### src/rtl/pulse_mod_counter.sv
//------------------------------------------------------------------------------
// Module      : pulse_mod_counter
// Description : Modulo up/down counter stepped by rising edges of an
//               asynchronous pulse, with load/clear, wrap pulse and tc flag.
// Revision    : 1.0 - initial release
//------------------------------------------------------------------------------
`default_nettype none

module pulse_mod_counter #(
    parameter int WIDTH       = 8,
    parameter int SYNC_STAGES = 2
) (
    input  logic             clk,
    input  logic             resetn,
    input  logic             in_pulse,
    input  logic             enable,
    input  logic             count_down,
    input  logic             clear,
    input  logic             load,
    input  logic [WIDTH-1:0] load_value,
    input  logic [WIDTH-1:0] max_amt,
    output logic [WIDTH-1:0] cur_value,
    output logic             wrap,
    output logic             tc
);

    localparam logic [WIDTH-1:0] c_one = WIDTH'(1);

    logic [SYNC_STAGES-1:0] r_sync;
    logic                   r_prev;
    logic [WIDTH-1:0]       r_cur;
    logic                   r_wrap;
    logic                   w_step;
    logic [WIDTH-1:0]       w_cur_nxt;
    logic                   w_wrap_nxt;

    // Flops reset high so a pulse already high at reset release is not an edge.
    always_ff @(posedge clk or negedge resetn) begin
        if (!resetn) begin
            r_sync <= '1;
            r_prev <= 1'b1;
        end else begin
            r_sync <= {r_sync[SYNC_STAGES-2:0], in_pulse};
            r_prev <= r_sync[SYNC_STAGES-1];
        end
    end

    assign w_step = r_sync[SYNC_STAGES-1] & ~r_prev;

    always_comb begin
        w_cur_nxt  = r_cur;
        w_wrap_nxt = 1'b0;
        if (clear) begin
            w_cur_nxt = '0;
        end else if (load) begin
            w_cur_nxt = (load_value > max_amt) ? max_amt : load_value;
        end else if (w_step && enable) begin
            if (!count_down) begin
                if (r_cur >= max_amt) begin
                    w_cur_nxt  = '0;
                    w_wrap_nxt = 1'b1;
                end else begin
                    w_cur_nxt = r_cur + c_one;
                end
            end else if (r_cur == '0) begin
                w_cur_nxt  = max_amt;
                w_wrap_nxt = 1'b1;
            end else if (r_cur > max_amt) begin
                // Out-of-range after a modulus shrink: snap to top, no wrap.
                w_cur_nxt = max_amt;
            end else begin
                w_cur_nxt = r_cur - c_one;
            end
        end
    end

    always_ff @(posedge clk or negedge resetn) begin
        if (!resetn) begin
            r_cur  <= '0;
            r_wrap <= 1'b0;
        end else begin
            r_cur  <= w_cur_nxt;
            r_wrap <= w_wrap_nxt;
        end
    end

    assign cur_value = r_cur;
    assign wrap      = r_wrap;
    assign tc        = enable & (count_down ? (r_cur == '0) : (r_cur >= max_amt));

endmodule

`default_nettype wire

### config.mk
export PLATFORM = sky130hd
export DESIGN_NAME = pulse_mod_counter
export DESIGN_NICKNAME = d
export VERILOG_FILES = /design/src/rtl/pulse_mod_counter.sv
export SDC_FILE = /design/constraint.sdc
export NUM_CORES = 1
export LEC_CHECK = 0
export CORE_ASPECT_RATIO = 1.75
export CORE_UTILIZATION = 46
export CTS_CLUSTER_SIZE = 25
export DETAILED_ROUTE_END_ITERATION = 16
export PLACE_DENSITY = 0.79
export SYNTH_ARGS = -nofsm -noshare
export SYNTH_HDL_FRONTEND = slang
export SYNTH_SLANG_ARGS = --single-unit
export TNS_END_PERCENT = 30
### constraint.sdc
create_clock -name clk -period 3.4 [get_ports clk]
set_input_delay 1.02 -clock clk [delete_from_list [all_inputs] [get_ports clk]]
set_output_delay 1.02 -clock clk [all_outputs]
set_load 0.01 [all_outputs]
==> reports/summary.txt, run 1 <==
Core area - 3140 µm²
CTS Buf Count - 3
Fmax - 0.292 GHz
Min Tclk post-route - 3.42 ns
Finished Layout Cells - 289
Share of layout cells above drive strength 1 - 31.7%
Pwr Density - 338 nW/µm²
Worst Skew - 0.00636 ns
Vias in the first global route - 1774
Yosys cell types - 39
RSZ-0062 raised after global routing - true
Die height - 78.1 µm
GPL Wtd Cong - 0.922
Via Count - 1770
Largest net degree at the start of global routing - 21
Failing checks - setup timing
Register area share after synthesis - 20.0%
Synth-to-Final Area Change - 50.8%
Routed wire length - 5310 µm
Hold slack - 0.359 ns
Seq cells post-synth - 12
HPWL Detailed - 3450 µm
Final ANT Viol Nets - 0
Final net count - 289
Critical path's slowest cell - a31oi_2
CTS sink count - 12
Initial antenna violation count - 0
Util after Layout - 73.1%
Final Hold Fails - 0
Rel. slew slack - 62.4%
Critical path, cell by cell - buf_2 > inv_2 > ha_4 > nor2b_1 > o211ai_1 > a31oi_2 > nor2_4 > nor2_2 > buf_2
First-pass GRT wire length - 8020 µm
Synth Area per Inst - 8.41 µm²
Gr usage total - 30.4%
Multi-input combinational cell area - 1240 µm²
Avg Vias per Cell - 6.12
Worst stage delay on the critical path - 0.30 ns
Final setup fails - 1
Crit Path Category - input port to output port
Commonest non-fill, non-tap cell in the layout - buf_4
H-tree levels - 1
Cell family contributing the most delay on the critical path - compound AO/OA/AOI/OAI gates
Dominant synthesized flop cell - dfrtp_1
Status - finished with violations
Post-Syn Area - 1520 µm²
Max clock buf depth - 2
CP Max Fanout - 2
IO Pins - 33
Filler Cells Inserted - 243
Dpl ws - -0.827 ns
Residual DRC count - 0
Drt initial violations - 110
Total chip power - 777 µW
Top cell by count, worst path - buf_2
Root buffer cell - clkbuf_8
Most frequent cells in the layout - buf_4 (39), clkdlybuf4s50_1 (23), o211ai_1 (15), nand2_1 (15), ha_1 (12)
Clock-pin slew on the worst setup and hold paths - 0.05 ns
Initial core utilization - 48.5%
Max Cap Viol - 0
Post-Place Cells - 274
Row cnt - 27
First-pass iteration count of the detailed router - 6
Post-synth EDFFs - 0
Buf/Inv on CP - 3
Clk_lat worst skew - 0.24 ns
CP Capture Type - output port
Crit path DAT - 2.40 ns
P_leak - 0.00102 µW
Period utilization - 101%
Worst vdd ir - 0.220 mV
Slew Limit Fails - 0
Post-DR wirelength/cell - 18.4 µm
Die ar. - 3550 µm²
Final WS setup - -0.0243 ns
Die X - 45.5 µm
Diodes inserted - 0
Gr ovfl total - 0
Syn nets - 223
Port Buf Inserts - 32
FFs w/ async S/R, synth - 100%
Worst hold path type - flip-flop to flip-flop
Critical path startpoint category - input port
CP required - 2.38 ns
CTS tree - done
FF/Latch Area - 304 µm²
Post-Syn Instances - 181
Yosys Warn Count - 0
Worst-Margin Slew - 0.562 ns
## cell type report
| cell class | count | area share (%) |
|---|---|---|
| clock buffer | 4 | 2.40 |
| inverter | 13 | 2.13 |
| multi-input combinational | 146 | 54.1 |
| sequential | 12 | 13.2 |
| tap | 43 | 2.34 |
| timing repair buffer | 71 | 25.8 |
## cell usage after synthesis, types with 3 or more instances
library cell / number / area [µm²]
ha_1: 19 / 238
nand2b_1: 4 / 25.0
clkbuf_1: 4 / 15.0
nor2_1: 11 / 41.3
nand2_1: 16 / 60.1
xnor2_1: 4 / 35.0
xor2_1: 5 / 43.8
and3_1: 4 / 25.0
dfstp_2: 3 / 78.8
a21oi_1: 10 / 50.1
nand3_1: 3 / 15.0
mux2i_1: 8 / 80.1
o31ai_1: 3 / 22.5
buf_4: 5 / 37.5
inv_1: 13 / 48.8
a221oi_1: 8 / 70.1
o211ai_1: 15 / 113
dfrtp_1: 9 / 225
nor2b_1: 3 / 18.8
nor3_1: 6 / 30.0
a211oi_1: 5 / 37.5
## repair_timing
action,CTS,global route
endpoints found under the hold margin,0,0
hold buffers,0,0
setup buffers,10,1
resized for setup,38,8
endpoints found under the setup margin,1,9
pin swaps,15,8
## layer usage
metal / up-vias / wire length (µm) / GRT usage [%]
li1: 806 / - / -
met1: 818 / 1760 / 31.7
met2: 106 / 2770 / 52.4
met3: 40 / 281 / 4.14
met4: 0 / 498 / 20.9
met5: - / 0 / 0
## sequential cells by signal (all words and copies together) (netlist names)
name	flops
cur_value	8
wrap	1
r_prev	1
r_sync	2
## cells by family after synthesis
group / Yosys count / share of synthesized area, %
compound gates: 55 / 28.2
xor+xnor: 9 / 5.18
fa+ha+maj: 19 / 15.6
buf+inv: 23 / 7.40
flops: 12 / 20.0
mux: 9 / 6.24
simple gates: 54 / 17.4
## power by group
part	leakage [µW]	switching (µW)	internal (µW)
Sequential	0.000150	20.2	158
Combinational	0.000839	225	216
Clock	0.0000288	55.3	102
## stage by stage
stage                     instance area (µm²)  setup TNS [ns]
after floorplan                          1520               0
after global placement                   2040           -1.54
after detailed placement                 2040           -1.80
after CTS                                2260               0
after global routing                     2300          -0.171
final                                    2300         -0.0243
## worst paths after layout
path / startpoint / slack [ns] / to / cells past startpoint
max reg2reg: cur_value[0] / 0.55 / cur_value[3] / 14
min in group asynchronous: resetn / 1.12 / cur_value[7] / 1
max: max_amt[1] / -0.02 / tc / 9
min reg2reg: r_sync[0] / 0.36 / r_sync[1] / 0
max in group asynchronous: resetn / 1.90 / r_prev / 1
min: r_sync[0] / 0.36 / r_sync[1] / 0
No activity file was read; power rests on OpenSTA's default activity.
==> inputs of run 2 (changes only) <==
--- a/config.mk
+++ b/config.mk
@@ -5,7 +5,8 @@
 export SDC_FILE = /design/constraint.sdc
 export NUM_CORES = 1
 export LEC_CHECK = 0
-export CORE_ASPECT_RATIO = 1.75
+export CAP_MARGIN = 20
+export CORE_ASPECT_RATIO = 1.25
 export CORE_UTILIZATION = 46
 export CTS_CLUSTER_SIZE = 25
 export DETAILED_ROUTE_END_ITERATION = 16
==> reports/summary.txt, run 2 (synthesized netlist as in run 1, its figures left out) <==
Slew Limit Fails - 0
CP Capture Type - output port
Max Cap Viol - 0
Via Count - 1701
First-pass GRT wire length - 7130 µm
Drt initial violations - 87
Final Hold Fails - 0
Worst Skew - 0.00215 ns
Root buffer cell - clkbuf_8
Startpoint of the worst hold path - r_sync[0]
Critical path startpoint category - input port
Multi-input combinational cell area - 1240 µm²
Die height - 66.3 µm
Fmax - 0.298 GHz
Rel. slew slack - 63.5%
Critical path's slowest cell - or3_4
P_leak - 0.00103 µW
Design area - 2300 µm²
Largest net degree at the start of global routing - 21
Flop-to-flop setup slack - 0.55 ns
Setup TNS - 0 ns
Hold Path Sink - r_sync[1]
Worst-Margin Slew - 0.546 ns
Die X - 53.5 µm
Die ar. - 3550 µm²
Buf/Inv on CP - 3
Vias in the first global route - 1579
CTS tree - done
Period utilization - 98.8%
Critical path, cell by cell - buf_6 > inv_4 > ha_4 > a211oi_2 > nor2_2 > or3_4 > nor2_4 > nor2_2 > buf_2
Clock-pin slew on the worst setup and hold paths - 0.05 ns
CTS sink count - 12
Worst hold stages - 0
Commonest non-fill, non-tap cell in the layout - buf_4
Crit Path Category - input port to output port
CP required - 2.38 ns
Final net count - 291
CP Max Fanout - 2
Final ANT Viol Nets - 0
Post-DR wirelength/cell - 16.3 µm
Residual DRC count - 0
Filler Cells Inserted - 235
Max clock buf depth - 2
Top cell by count, worst path - nor2_2
Gr usage total - 27.9%
Final setup fails - 0
Initial core utilization - 47.7%
Row cnt - 23
Port Buf Inserts - 32
GPL Wtd Cong - 0.907
HPWL Detailed - 3320 µm
Share of layout cells above drive strength 1 - 33.9%
Gr ovfl total - 0
Pwr Density - 337 nW/µm²
Area after DPL - 2050 µm²
Routed wire length - 4660 µm
Initial antenna violation count - 0
Synth-to-Final Area Change - 51.3%
RR Startpoint - cur_value[5]
Worst stage delay on the critical path - 0.40 ns
H-tree levels - 1
IO Pins - 33
Core area - 3190 µm²
Hold slack - 0.356 ns
Clk_lat worst skew - 0.25 ns
Crit path DAT - 2.34 ns
Cell family contributing the most delay on the critical path - simple AND/OR/NAND/NOR gates
Terminus of the critical flop-to-flop path - cur_value[0]
Post-Place Cells - 270
Worst vdd ir - 0.321 mV
Diodes inserted - 0
Min Tclk post-route - 3.36 ns
Util after Layout - 72.1%
Finished Layout Cells - 285
Worst hold path type - flip-flop to flip-flop
First-pass iteration count of the detailed router - 4
Most frequent cells in the layout - buf_4 (41), clkdlybuf4s50_1 (23), nand2_1 (16), o211ai_1 (15), ha_1 (12)
Cts hold-fix bufs - 0
Avg Vias per Cell - 5.97
FF/Latch Area - 304 µm²
Status - finished, final reports clean
CTS Buf Count - 3
Worst reg2reg path depth - 12
Max reg flops - 8
## run 2: routing by layer
layer	vias to the layer above	GRT usage, %	share of wire (%)
met1	810	30.7	39
met3	18	4.60	4.0
met5	-	0	0
met2	61	50.6	54
met4	0	11.8	3.2
li1	812	-	-
## run 2: repair_timing
| action | CTS | global route |
|---|---|---|
| gates resized for setup | 43 | 9 |
| setup endpoints to repair | 1 | 8 |
| setup buffers | 9 | 3 |
| pin swaps | 15 | 6 |
## run 2: worst max path at each step
stage	startpoint	end	slack [ns]	depth (start not counted)
floorplan	max_amt[5]	tc	0.001	8
global placement	max_amt[5]	tc	-0.80	9
detailed placement	max_amt[5]	tc	-0.87	9
CTS	max_amt[5]	tc	-0.008	9
global route	max_amt[5]	tc	-0.004	9
finish	max_amt[5]	tc	0.04	9
## run 2: metrics by stage
| stage | total power (µW) | setup WS, ns |
|---|---|---|
| floorplan | 412 | 0.00147 |
| global placement | 548 | -0.798 |
| detailed placement | 558 | -0.868 |
| CTS | 750 | -0.00788 |
| global route | 822 | -0.00440 |
| finish | 776 | 0.0392 |
## run 2: cell type report
cell class	count	share of cell area, %
clock buffers	4	2.39
multi-input cells	146	53.8
flip-flops and latches	12	13.2
well taps	37	2.01
repair buffers	73	26.3
inverters	13	2.23
## run 2: power by group
part	switching [µW]	total, µW	internal (µW)
clock	55.0	157	102
combinational	215	442	226
sequential	18.3	177	158
total	289	776	487
